## config.mk

```make
export PLATFORM = sky130hd
export DESIGN_NAME = led_source_sequencer
export DESIGN_NICKNAME = d
export VERILOG_FILES = /design/src/rtl/led_source_sequencer.sv
export SDC_FILE = /design/constraint.sdc
export NUM_CORES = 1
export LEC_CHECK = 0
export CORE_UTILIZATION = 50
export DETAILED_ROUTE_END_ITERATION = 8
export GPL_TIMING_DRIVEN = 0
export HOLD_SLACK_MARGIN = 0.02
export PLACE_DENSITY = 0.72
export SYNTH_ARGS = -nofsm -noshare
export SYNTH_HDL_FRONTEND = slang
export SYNTH_SLANG_ARGS = --single-unit
```

## constraint.sdc

```tcl
create_clock -name clk -period 5.15 [get_ports clk]
set_input_delay 1.03 -clock clk [delete_from_list [all_inputs] [get_ports clk]]
set_output_delay 1.03 -clock clk [all_outputs]
set_load 0.02 [all_outputs]
```

## src/rtl/led_source_sequencer.sv

```systemverilog
// Chooses which of two 8-bit sources drives the LEDs: debounced button toggles or a dwell timer alternates.
// Optional feature macro SWITCH_BLANK_EN: blank the LEDs for BLANK_CYCLES cycles on every source switch.
module led_source_sequencer #(
    parameter int DEBOUNCE_CYCLES = 1000000,
    parameter int DWELL_CYCLES    = 100000000,
    parameter int BLANK_CYCLES    = 4
) (
    input  logic       clk,
    input  logic       rst,
    input  logic       btn,
    input  logic       auto_en,
    input  logic [7:0] I0,
    input  logic [7:0] I1,
    output logic [7:0] led,
    output logic       sel,
    output logic       sel_changed
);
    localparam int DB_W = $clog2(DEBOUNCE_CYCLES + 1);
    localparam int DW_W = $clog2(DWELL_CYCLES + 1);
    localparam logic [DB_W-1:0] DB_LAST = DB_W'(DEBOUNCE_CYCLES - 1);
    localparam logic [DW_W-1:0] DW_LAST = DW_W'(DWELL_CYCLES - 1);

    if (DEBOUNCE_CYCLES < 1 || DWELL_CYCLES < 2 || BLANK_CYCLES < 1) begin : g_param_check
        $error("led_source_sequencer: parameter below its minimum");
    end

    logic            sync1;
    logic            sync2;
    logic            stable;
    logic            press;
    logic [DB_W-1:0] db_cnt;
    logic [DW_W-1:0] dwell_cnt;
    logic            dwell_done;
    logic            toggle;

    // Stage: two-flop synchronizer, debounce counter and registered press pulse
    always_ff @(posedge clk) begin
        if (rst) begin
            sync1  <= 1'b0;
            sync2  <= 1'b0;
            stable <= 1'b0;
            press  <= 1'b0;
            db_cnt <= '0;
        end else begin
            sync1 <= btn;
            sync2 <= sync1;
            press <= 1'b0;
            if (sync2 == stable) begin
                db_cnt <= '0;
            end else if (db_cnt == DB_LAST) begin
                stable <= sync2;
                db_cnt <= '0;
                press  <= sync2;
            end else begin
                db_cnt <= db_cnt + 1'b1;
            end
        end
    end

    // A press and a dwell expiry landing together merge into one toggle.
    assign dwell_done = auto_en && (dwell_cnt == DW_LAST);
    assign toggle     = press || dwell_done;

`ifdef SWITCH_BLANK_EN
    localparam int BL_W = $clog2(BLANK_CYCLES + 1);
    localparam logic [BL_W-1:0] BL_LAST = BL_W'(BLANK_CYCLES - 1);

    typedef enum logic [1:0] {SHOW0, SHOW1, BLANK0, BLANK1} state_t;
    state_t          state;
    logic [BL_W-1:0] blank_cnt;

    // Stage: select FSM with blanking, dwell timer and registered LED drive
    always_ff @(posedge clk) begin
        if (rst) begin
            state       <= SHOW0;
            sel         <= 1'b0;
            sel_changed <= 1'b0;
            led         <= 8'h00;
            dwell_cnt   <= '0;
            blank_cnt   <= '0;
        end else begin
            sel_changed <= 1'b0;
            led         <= sel ? I1 : I0;
            dwell_cnt   <= (auto_en && !toggle) ? dwell_cnt + 1'b1 : '0;
            case (state)
                SHOW0: begin
                    if (toggle) begin
                        state       <= BLANK1;
                        sel         <= 1'b1;
                        sel_changed <= 1'b1;
                        blank_cnt   <= '0;
                    end
                end
                SHOW1: begin
                    if (toggle) begin
                        state       <= BLANK0;
                        sel         <= 1'b0;
                        sel_changed <= 1'b1;
                        blank_cnt   <= '0;
                    end
                end
                BLANK0, BLANK1: begin
                    // Toggles are dropped here; dwell restarts only once a source is shown.
                    led       <= 8'h00;
                    dwell_cnt <= '0;
                    if (blank_cnt == BL_LAST) begin
                        state <= (state == BLANK1) ? SHOW1 : SHOW0;
                    end else begin
                        blank_cnt <= blank_cnt + 1'b1;
                    end
                end
                default: state <= SHOW0;
            endcase
        end
    end
`else
    typedef enum logic {SHOW0, SHOW1} state_t;
    state_t state;

    // Stage: select FSM, dwell timer and registered LED drive
    always_ff @(posedge clk) begin
        if (rst) begin
            state       <= SHOW0;
            sel         <= 1'b0;
            sel_changed <= 1'b0;
            led         <= 8'h00;
            dwell_cnt   <= '0;
        end else begin
            sel_changed <= 1'b0;
            led         <= sel ? I1 : I0;
            dwell_cnt   <= (auto_en && !toggle) ? dwell_cnt + 1'b1 : '0;
            case (state)
                SHOW0: begin
                    if (toggle) begin
                        state       <= SHOW1;
                        sel         <= 1'b1;
                        sel_changed <= 1'b1;
                    end
                end
                SHOW1: begin
                    if (toggle) begin
                        state       <= SHOW0;
                        sel         <= 1'b0;
                        sel_changed <= 1'b1;
                    end
                end
                default: state <= SHOW0;
            endcase
        end
    end
`endif

endmodule

```

-- Yosys cells after proc, flatten, opt, wreduce, memory -nomap -nowiden
Cells that the tools add are included.
- flip-flop bits (word level): 62
- output and inout bits: 10
- bits of input ports: 20
- equality and inequality tests: 5
- reductions and logical operators: 9
- muxes and demuxes: 7
- add/subtract/negate cells: 2
- bitwise logic cells: 4
- operators by type and width (kind ; number):
    adder 27 x 1 -> 27 bit (second input constant) ; 1
    equality test 27 bit (second input constant) ; 1
    adder 20 x 1 -> 20 bit (second input constant) ; 1
    equality test 20 bit (second input constant) ; 1
    two-way mux 8 bit ; 1
    OR reduction 3 bit ; 2
    two-way mux 1 bit ; 4
    != test 2 bit (second input constant) ; 2
    NOT 1 bit ; 4
    one-hot mux 1 bit (2 select lines) ; 2
    AND reduction 2 bit ; 2
    logical AND 1 bit ; 2
    OR reduction 2 bit ; 1
    equality test 1 bit ; 1
    zero test 1 bit ; 1
    logical OR 1 bit ; 1

-- Depth between registers and ports, before layout
Gate-level depths: netlist of run 1.
- depth in word-level cells: 7
- depth in mapped cells: 10
- gate-level depth less buffers: 9

-- Least setup slack after synthesis of run 1
OpenSTA, ideal clock, no wires.
- path type: input to register
- start: input port auto_en
- end: register sel
- path buffers: 1
- data required time: 5064 ps
- library setup time: 86 ps
- setup slack: 2217 ps
- stages: 9
- arrival: 2847 ps
- cells stage by stage: nor4bb_1 -> nand3_1 -> nor4_2 -> buf_2 -> nor2_1 -> ha_1 -> nor2_1 -> nor2_1 -> a211oi_1
- cells in the longest elaborated chain, start to end: 4
- elaborated cells between the ends (all ways): 5
- RTL lines (item ; line ; RTL):
    start, declared ; 11 ; input logic auto_en,
    logical AND 1 bit * ; 61 ; assign dwell_done = auto_en && (dwell_cnt == DW_LAST);
    logical OR 1 bit * ; 62 ; assign toggle = press || dwell_done;
    != test 2 bit (no line) ; -- ;
    AND reduction 2 bit (no line) * ; -- ;
    end signal, assigned ; 124 ; sel <= 1'b0;
    end signal, assigned ; 136 ; sel <= 1'b1;
    end signal, assigned ; 143 ; sel <= 1'b0;
    end, declared ; 15 ; output logic sel,
Mark *: on every way between the ends. The rest lies on a longest branch, timed or not.
A chain may end at the register's enable or synchronous reset.

-- Final worst setup path of run 1
Same ends and word-level chain as after synthesis.

==> results of run 1 <==
state kept, by name, summed over array words and instances (netlist names):
register,cells
db_cnt,20
stable,1
sync2,1
dwell_cnt,27
press,1
sel_changed,1
state,1
sync1,1
sel,1
led,8
routing by layer:
| layer | global-route usage, % | part of all wire, % |
|---|---|---|
| met1 | 26.0 | 49 |
| met2 | 33.7 | 46 |
| met3 | 6.23 | 3.5 |
| met4 | 9.62 | 1.7 |
| met5 | 0 | 0 |
cells in the mapped netlist, types with 10 or more instances:
cell | n | share of area, %
dfxtp_1 | 62 | 45
nor2_1 | 30 | 4.1
nor3_1 | 19 | 3.4
nand2_1 | 17 | 2.3
xnor2_1 | 16 | 5.1
nand3_1 | 14 | 2.5
or4_1 | 13 | 3.5
inv_1 | 12 | 1.6
nand4_1 | 12 | 2.7
a211oi_1 | 11 | 3.0
o31ai_1 | 10 | 2.7
or3_1 | 10 | 2.3
xor2_1 | 10 | 3.2
kinds of logic after synthesis:
| group | Yosys count | synth area share (%) |
|---|---|---|
| AND/OR/NAND/NOR | 141 | 28.1 |
| multiplexers | 8 | 2.89 |
| AO/OA/AOI/OAI | 41 | 9.88 |
| adder cells (fa/ha/maj) | 4 | 1.81 |
| buffers and inverters | 26 | 4.33 |
| flip-flops | 62 | 44.8 |
| XOR/XNOR | 26 | 8.21 |
layout make-up:
type                       count  area (sq um)
inverter                      12          45.0
tap                           70          87.6
clock buffer                  13           159
multi-input combinational    220          1410
timing repair buffer          29           290
fill                         431          1840
buffer                        14          75.1
sequential                    62          1240
clock inverter                 3          90.1
worst min-delay path by stage:
| stage | from | end | slack [ns] |
|---|---|---|---|
| after floorplan | sync1 | sync2 | 0.41 |
| after global placement | sync1 | sync2 | 0.43 |
| after detailed placement | sync1 | sync2 | 0.43 |
| after CTS | sync1 | sync2 | 0.45 |
| after global routing | sync1 | sync2 | 0.46 |
| final | sync1 | sync2 | 0.45 |
report_power, final:
group / total (mW) / internal [mW] / leakage, nW / switching [mW]
combinational: 0.0403 / 0.0226 / 0.397 / 0.0176
clock: 0.535 / 0.349 / 0.124 / 0.186
sequential: 0.486 / 0.484 / 0.502 / 0.00200
total: 1.06 / 0.856 / 1.02 / 0.206
metrics by stage:
| stage | util, % | power, mW | cells | cell area [sq um] | setup WS [ns] |
|---|---|---|---|---|---|
| 2_1_floorplan | - | 0.512 | 308 | 2770 | 2.22 |
| 4_1_cts | 64.9 | 1.07 | 423 | 3400 | 1.67 |
| 3_3_place_gp | 60.2 | 0.537 | 407 | 3150 | 1.35 |
| 5_1_grt | 64.9 | 1.09 | 423 | 3400 | 1.56 |
| 6_report | 64.9 | 1.06 | 423 | 3400 | 1.67 |
| 3_5_place_dp | 60.2 | 0.538 | 407 | 3150 | 1.33 |
==> out/summary.txt, run 1 <==
crit share post-route - 67.5%
CP bufs+invs - 2
hold path cells - 1
final hold vios - 0
endpoints failing setup - 0
Main synth FF type - dfxtp_1
Root Driver - clkbuf_8
GRT Total Usage - 21.1%
Pins Over Slew Limit - 0
core footprint - 5240 sq um
Area growth syn-to-layout - 22.6%
Initial Util - 52.9%
most common cell after layout, fill and taps aside - dfxtp_1
post-synthesis register bit count - 62
R2R cell count - 10
DR iter-0 viols - 80
layout cell share with drive strength beyond 1 - 8.22%
Avg WL per Cell - 13.3 microns
crit path capture - sel
actual slew at the worst max-slew pin - 0.896 ns
CTS tree - yes
Max Fclk - 288 MHz
Die Span X - 76.5 microns
CTS Hold Buffers Added - 0
postcts setup bufs - 0
antenna-violating nets left - 0
Tightest Hold Check Type - reg2reg
Synth Net Count - 332
crit path DAT - 3.74 ns
relative slew slack - 39.8%
Fin Setup TNS - 0 ns
row cnt - 26
CP Depth - 10
flop-to-flop setup slack - 2.14 ns
Max Buffers Root-to-Sink - 2
DR DRC count - 0
CP dominant cell by count - nor2_1
vias in the first global route - 2156
Unique masters post-synth - 39
Leakage - 1.02 nW
initial antenna violation count - 0
hpwl dp - 3.85 mm
Setup crit start - auto_en
DR vias - 2330
required time worst endpoint - 5.41 ns
status - finished, final reports clean
cell family with most CP delay - simple AND/OR/NAND/NOR gates
Total Routed Length - 5.61 mm
Die Ht - 76.5 microns
RR Startpoint - dwell_cnt[0]
Yosys Warn Count - 0
Syn Area/Cell - 9.00 sq um
WS Path Type - in2reg
# port buffers - 29
pin count of the biggest net entering global routing - 11
worst-skew pair later-pin latency - 0.34 ns
max incr delay on CP - 0.81 ns
CP Capture Type - flop
Die ar. - 5850 sq um
Clock Skew - 0.00910 ns
RSZ-0062 raised after global routing - no
pwr/cell area - 312 nW/um^2
Fin Hold WS - 0.448 ns
grt ovf - 0
critical-path maximum fanout - 10
Post-Syn Instances - 308
Vias per Instance - 5.51
H-tree levels - 3
CP Cell Sequence - clkdlybuf4s50_1 > nor4bb_1 > nand3_1 > nor4_2 > buf_2 > nor2_1 > ha_1 > nor2_1 > nor2_1 > a211oi_1
Synth Cell Area - 2770 sq um
RR Endpoint - sel
crit start category - input port
IO Count - 30
RePlAce Congestion - 0.767
MaxCap Viol Count - 0
Worst path slowest cell - nor4_2
EDFF count, synth - 0
CTS Buf Count - 9
most frequent cells in the layout - 62 x dfxtp_1, 30 x nor2_1, 29 x clkdlybuf4s50_1, 19 x nor3_1, 17 x nand2_1
post-route minimum period - 3.48 ns
Sink Count - 62
CTS clk-pin slew, worst paths - 0.07 ns
VDD IR-drop max - 0.000197 V
Seq/Total Area, Yosys - 44.8%
first-pass GRT wire length - 9.76 mm
Synth async-reset ratio - 0%
ANT cells - 0
DRT Pass-1 Iters - 4
post-cts gate resize count - 0
nets@finish - 372
(Power assumes the default switching activity.)
==> inputs of run 2 (changes only) <==
==> constraint.sdc (replaced) <==
create_clock -name clk -period 3.2 [get_ports clk]
set_input_delay 0.64 -clock clk [delete_from_list [all_inputs] [get_ports clk]]
set_output_delay 0.64 -clock clk [all_outputs]
set_load 0.02 [all_outputs]
==> run 2 against run 1 <==
Compared with the run above:
- critical path depth unchanged
- final cell count unchanged
- worst setup slack worse by 1.3 ns
- count of clock-buffer cells in the layout unchanged
- utilization up 0.17 points
- register-to-register slack worse by 1.7 ns
- sequential cell count unchanged
- die area is the same
- first-iteration DRC count is 11% lower
- total power increased by 61%
- non-clock buffer count stayed put
- highest routed layer unchanged
==> out/summary.txt, run 2 (synthesized netlist as in run 1, its figures left out) <==
Initial Util - 52.9% (unchanged)
Die ar. - 5850 sq um (unchanged)
relative slew slack - 59.9% (+20 points)
# port buffers - 29 (unchanged)
layout cell share with drive strength beyond 1 - 8.22% (unchanged)
Die Span X - 76.5 microns (unchanged)
hold_sp - sync1
Max Buffers Root-to-Sink - 2 (unchanged)
CP Cell Sequence - clkdlybuf4s50_1 > nor4bb_1 > nand3_1 > nor4_4 > buf_2 > nor2_1 > ha_1 > nor2_1 > nor2_1 > a211oi_1
Layout Utilization - 65.1% (+0.17 points)
Finished Layout Cells - 423 (unchanged)
Tightest Hold Check Type - reg2reg
Finished Cell Area - 3410 sq um (+0.26%)
ANT cells - 0 (unchanged)
cell family with most CP delay - simple AND/OR/NAND/NOR gates
DR DRC count - 0 (unchanged)
Area growth syn-to-layout - 22.9%
initial antenna violation count - 0 (unchanged)
Largest Register - dwell_cnt
post-route minimum period - 2.87 ns
actual slew at the worst max-slew pin - 0.596 ns (-0.300 ns)
CTS Buf Count - 9 (unchanged)
crit start category - input port
max incr delay on CP - 0.57 ns (-0.24 ns)
placed instance area - 3150 sq um (unchanged)
Sink Count - 62 (unchanged)
core footprint - 5240 sq um (unchanged)
CP bufs+invs - 2 (unchanged)
CTS clk-pin slew, worst paths - 0.07 ns (about the same)
CP dominant cell by count - nor2_1
row cnt - 26 (unchanged)
most common cell after layout, fill and taps aside - dfxtp_1
hpwl dp - 3.85 mm (unchanged)
Avg WL per Cell - 13.4 microns (+0.75%)
GRT Total Usage - 21.1% (unchanged)
R2R cell count - 10 (unchanged)
pin count of the biggest net entering global routing - 11 (unchanged)
Root Driver - clkbuf_8
status - finished, final reports clean
Setup crit start - auto_en
DR iter-0 viols - 71 (-11%)
Vias per Instance - 5.50 (-0.17%)
most frequent cells in the layout - 62 x dfxtp_1, 30 x nor2_1, 29 x clkdlybuf4s50_1, 19 x nor3_1, 17 x nand2_1
Clock Skew - 0.0100 ns (+0.000934 ns)
Leakage - 1.04 nW (+1.7%)
crit path DAT - 3.12 ns (-0.62 ns)
pwr/cell area - 501 nW/um^2 (+60%)
antenna-violating nets left - 0 (unchanged)
flop-to-flop setup slack - 0.46 ns (-1.68 ns)
Max Fclk - 349 MHz
VDD IR-drop max - 0.000316 V (+60%)
DRT Pass-1 Iters - 4 (unchanged)
Total Routed Length - 5.66 mm (+0.75%)
final hold vios - 0 (unchanged)
RR Startpoint - dwell_cnt[0]
RSZ-0062 raised after global routing - no
IO Count - 30 (unchanged)
hold path cells - 1 (unchanged)
placed cell count - 407 (unchanged)
worst-skew pair later-pin latency - 0.34 ns (about the same)
H-tree levels - 3 (unchanged)
MaxCap Viol Count - 0 (unchanged)
Die Ht - 76.5 microns (unchanged)
DR vias - 2326 (-0.17%)
Worst path slowest cell - nor4_4
biggest registers after layout - dwell_cnt: 27 flops, db_cnt: 20 flops, led: 8 flops
required time worst endpoint - 3.45 ns (-1.96 ns)
CTS tree - yes
CP Capture Type - flop
grt ovf - 0 (unchanged)
RePlAce Congestion - 0.767 (unchanged)
crit share post-route - 89.6%
critical-path maximum fanout - 10 (unchanged)
first-pass GRT wire length - 9.76 mm (unchanged)
Pins Over Slew Limit - 0 (unchanged)
WS Path Type - in2reg
max reg flops - 27 (unchanged)
CP Depth - 10 (unchanged)
vias in the first global route - 2156 (unchanged)
total chip power - 1.71 mW (+61%)
nets@finish - 372 (unchanged)
endpoints failing setup - 0 (unchanged)
## run 2: cell counts in the layout (fill, tap and decap cells not counted)
No cell type changed its count.
## run 2: layer usage
metal | up-vias | routed length (microns) | GRT usage [%]
li1 | 1199 | - | -
met1 | 1083 | 2790 | 26.0
met2 | 35 | 2580 | 33.7
met3 | 9 | 200 | 6.23
met4 | 0 | 82 | 9.62
met5 | - | 0 | 0
## run 2: cell type report
type	instances	area, sq um
Fill cell	430	1830
Multi-Input combinational cell	220	1420
Sequential cell	62	1240
Timing Repair Buffer	29	290
Clock buffer	13	159
Clock inverter	3	90.1
Tap cell	70	87.6
Buffer	14	75.1
Inverter	12	45.0
## run 2: power by group
part           total (mW)  switching [mW]  internal [mW]
Combinational      0.0649          0.0285         0.0364
Clock               0.859           0.297          0.561
Sequential          0.783         0.00321          0.780
## run 2: worst paths after layout
kind | to
worst max register to register | sel
worst max-delay path | sel
worst min-delay path | sync2
worst min register to register | sync2
## run 2: timing repair
item	4_1_cts	5_1_grt
setup buffers	0	0
resized for setup	0	1
hold buffers	0	0
setup endpoints to repair	0	1
## run 2: stage by stage
step | TNS [ns] | worst slack [ns] | hold WS [ns]
3_5_place_dp | -0.328 | -0.235 | 0.431
6_report | 0 | 0.333 | 0.449
4_1_cts | 0 | 0.110 | 0.453
3_3_place_gp | -0.273 | -0.206 | 0.434
2_1_floorplan | 0 | 0.657 | 0.414
5_1_grt | 0 | 0.246 | 0.463
==> inputs of run 3 (changes only) <==
--- a/config.mk
+++ b/config.mk
@@ -5,11 +5,14 @@
 export SDC_FILE = /design/constraint.sdc
 export NUM_CORES = 1
 export LEC_CHECK = 0
+export ABC_AREA = 1
+export CORE_MARGIN = 10
 export CORE_UTILIZATION = 50
 export DETAILED_ROUTE_END_ITERATION = 8
 export GPL_TIMING_DRIVEN = 0
 export HOLD_SLACK_MARGIN = 0.02
-export PLACE_DENSITY = 0.72
+export MAX_ROUTING_LAYER = met4
+export PLACE_DENSITY = 0.71
 export SYNTH_ARGS = -nofsm -noshare
 export SYNTH_HDL_FRONTEND = slang
 export SYNTH_SLANG_ARGS = --single-unit
==> run 3 against run 2 <==
Compared with the run above:
- final cell count increased by 36%
- maximum frequency grew 48%
- final area increased by 10%
- critical path type is now reg2out
- highest routed layer unchanged
==> out/summary.txt, run 3 <==
WS Path Type - reg2out
Max Fclk - 516 MHz (+48%)
main combinational cell family by area after synthesis - simple AND/OR/NAND/NOR gates
RSZ-0062 raised after global routing - no
Main synth FF type - dfxtp_1
Synth Net Count - 478 (+44%)
R2R cell count - 10 (unchanged)
DRT Pass-1 Iters - 5 (+1)
postcts setup bufs - 0 (unchanged)
post-synth top area cell - dfxtp_1
max reg flops - 27 (unchanged)
Pins Over Slew Limit - 0 (unchanged)
post-synthesis register bit count - 62 (unchanged)
Die ar. - 9830 sq um (+68%)
max incr delay on CP - 0.62 ns (+0.05 ns)
Avg WL per Cell - 11.3 microns (-15%)
VDD IR-drop max - 0.000405 V (+28%)
CTS tree - yes
Die Ht - 99.1 microns (+30%)
Sink Count - 62 (unchanged)
CP Capture Type - output pin
ANT cells - 0 (unchanged)
Tightest Hold Check Type - reg2reg
status - finished, final reports clean
# fillers - 555 (+29%)
RePlAce Congestion - 0.929 (+21%)
Largest Register - dwell_cnt
simple-gate share of the synthesized area - 39.3% (+11 points)
Initial Util - 52.3% (-0.68 points)
Leakage - 1.38 nW (+32%)
Vias per Instance - 4.79 (-13%)
Worst path slowest cell - clkdlybuf4s50_1
Area growth syn-to-layout - 19.7%
Total Routed Length - 6.50 mm (+15%)
pwr/cell area - 443 nW/um^2 (-11%)
relative slew slack - 69.8% (+9.9 points)
RR Startpoint - dwell_cnt[0]
Yosys Warn Count - 0 (unchanged)
DR iter-0 viols - 76 (+7.0%)
Synth Area in Compound Gates - 4.68% (-5.2 points)
EDFF count, synth - 0 (unchanged)
Seq/Total Area, Yosys - 39.6% (-5.1 points)
dpl ws - 0.901 ns (+1.14 ns)
first-pass GRT wire length - 11.2 mm (+15%)
nets@finish - 518 (+39%)
Max Buffers Root-to-Sink - 2 (unchanged)
Unique masters post-synth - 28 (-28%)
most common cell after layout, fill and taps aside - nand2_1
Synth top cells by count - 117 x nand2_1, 90 x nor2_1, 62 x dfxtp_1
share of Yosys cell area claimed by the top area cell type - 39.6% (-5.1 points)
hpwl dp - 4.82 mm (+25%)
MaxCap Viol Count - 0 (unchanged)
CP bufs+invs - 1 (-1)
Post-Syn Instances - 454 (+47%)
Fin Hold WS - 0.410 ns (-0.0387 ns)
Post-Synth XOR/XNOR Area - 6.43% (-1.8 points)
CTS Buf Count - 9 (unchanged)
DR vias - 2752 (+18%)
DR DRC count - 0 (unchanged)
most frequent cells in the layout - 117 x nand2_1, 90 x nor2_1, 62 x dfxtp_1, 53 x inv_1, 29 x clkdlybuf4s50_1
# port buffers - 29 (unchanged)
Synth async-reset ratio - 0% (unchanged)
critical-path maximum fanout - 2 (-8)
post-route minimum period - 1.94 ns (-0.930 ns)
crit share post-route - 60.5% (-29 points)
fin worst setup slack - 1.26 ns (+0.930 ns)
core footprint - 5990 sq um (+14%)
grt ovf - 0 (unchanged)
required time worst endpoint - 2.56 ns (-0.89 ns)
crit start category - flop
Setup crit start - sel
Synth area leaders - dfxtp_1 40%, nand2_1 14%, nor2_1 11%
crit path DAT - 1.30 ns (-1.82 ns)
IO Count - 30 (unchanged)
initial antenna violation count - 0 (unchanged)
CP Cell Sequence - clkdlybuf4s50_1
Clock Skew - 0.0111 ns (+0.00104 ns)
post-cts gate resize count - 0 (unchanged)
actual slew at the worst max-slew pin - 0.453 ns (-0.144 ns)
Synth Cell Area - 3130 sq um (+13%)
row cnt - 28 (+7.7%)
GRT Total Usage - 14.0% (-7.0 points)
most frequent cell after synthesis - nand2_1
vias in the first global route - 2602 (+21%)
endpoints failing setup - 0 (unchanged)
CTS Hold Buffers Added - 0 (unchanged)
antenna-violating nets left - 0 (unchanged)
flop-to-flop setup slack - 1.40 ns (+0.94 ns)
cell family with most CP delay - buffers and inverters
CP Depth - 1 (-9)
crit path capture - sel
pin count of the biggest net entering global routing - 11 (unchanged)
layout cell share with drive strength beyond 1 - 11.0% (+2.8 points)
H-tree levels - 3 (unchanged)
Syn Area/Cell - 6.90 sq um (-23%)
hold_sp - sync1
Die Span X - 99.1 microns (+30%)
CTS clk-pin slew, worst paths - 0.07 ns (about the same)
Adder-Cell Fraction of Synth Area - 1.60% (-0.21 points)
Fin Setup TNS - 0 ns (unchanged)
RR Endpoint - sel
biggest registers after layout - dwell_cnt: 27 flops, db_cnt: 20 flops, led: 8 flops
post-synthesis mux area share - 0% (-2.9 points)
final hold vios - 0 (unchanged)
Root Driver - clkbuf_8
worst-skew pair later-pin latency - 0.35 ns (about the same)
run 3: power breakdown:
part,internal (mW),switching (mW)
Combinational,0.0403,0.0317
Clock,0.502,0.305
Sequential,0.780,0.00352
run 3: worst register-to-register path, delay by kind of cell (launching register included):
family | cells | cell delay [ns]
buffers and inverters | 1 | 0.07
flip-flops | 1 | 0.40
adder cells (fa/ha/maj) | 2 | 0.47
AO/OA/AOI/OAI | 2 | 0.29
AND/OR/NAND/NOR | 5 | 0.51
run 3: how the worst min path moves through the flow:
stage | endpoint | cells past startpoint | slack, ns
6_report | sync2 | 2 | 0.41
5_1_grt | sync2 | 2 | 0.45
4_1_cts | sync2 | 2 | 0.41
3_5_place_dp | sync2 | 2 | 0.40
3_3_place_gp | sync2 | 2 | 0.40
2_1_floorplan | sync2 | 2 | 0.39
run 3: kinds of logic (layout without fill, tap and decap cells):
family	Yosys count	count (layout)
AND/OR/NAND/NOR	278	278
flip-flops	62	62
buffers and inverters	60	105
AO/OA/AOI/OAI	27	27
XOR/XNOR	23	23
adder cells (fa/ha/maj)	4	4
run 3: per-layer routing:
metal | wire length, microns | track usage (%)
met1 | 3160 | 16.1
met5 | 0 | -
met4 | 161 | 6.84
met3 | 315 | 4.84
met2 | 2860 | 21.4
run 3: final cells by class:
class	count	area (sq um)	area share (%)
Buffer	5	53.8	1.44
Clock buffer	13	169	4.51
Clock inverter	3	65.1	1.74
Inverter	55	206	5.51
Multi-Input combinational cell	332	1630	43.5
Sequential cell	62	1240	33.1
Tap cell	75	93.8	2.50
Timing Repair Buffer	29	290	7.74
run 3: through the flow:
stage	util (%)	instance area [sq um]	total power, mW	instances
detailed placement	58.7	3510	0.874	558
global route	62.6	3750	1.71	574
finish	62.6	3750	1.66	574
CTS	62.6	3750	1.68	574
global placement	58.7	3510	0.873	558
floorplan	-	3130	0.832	454
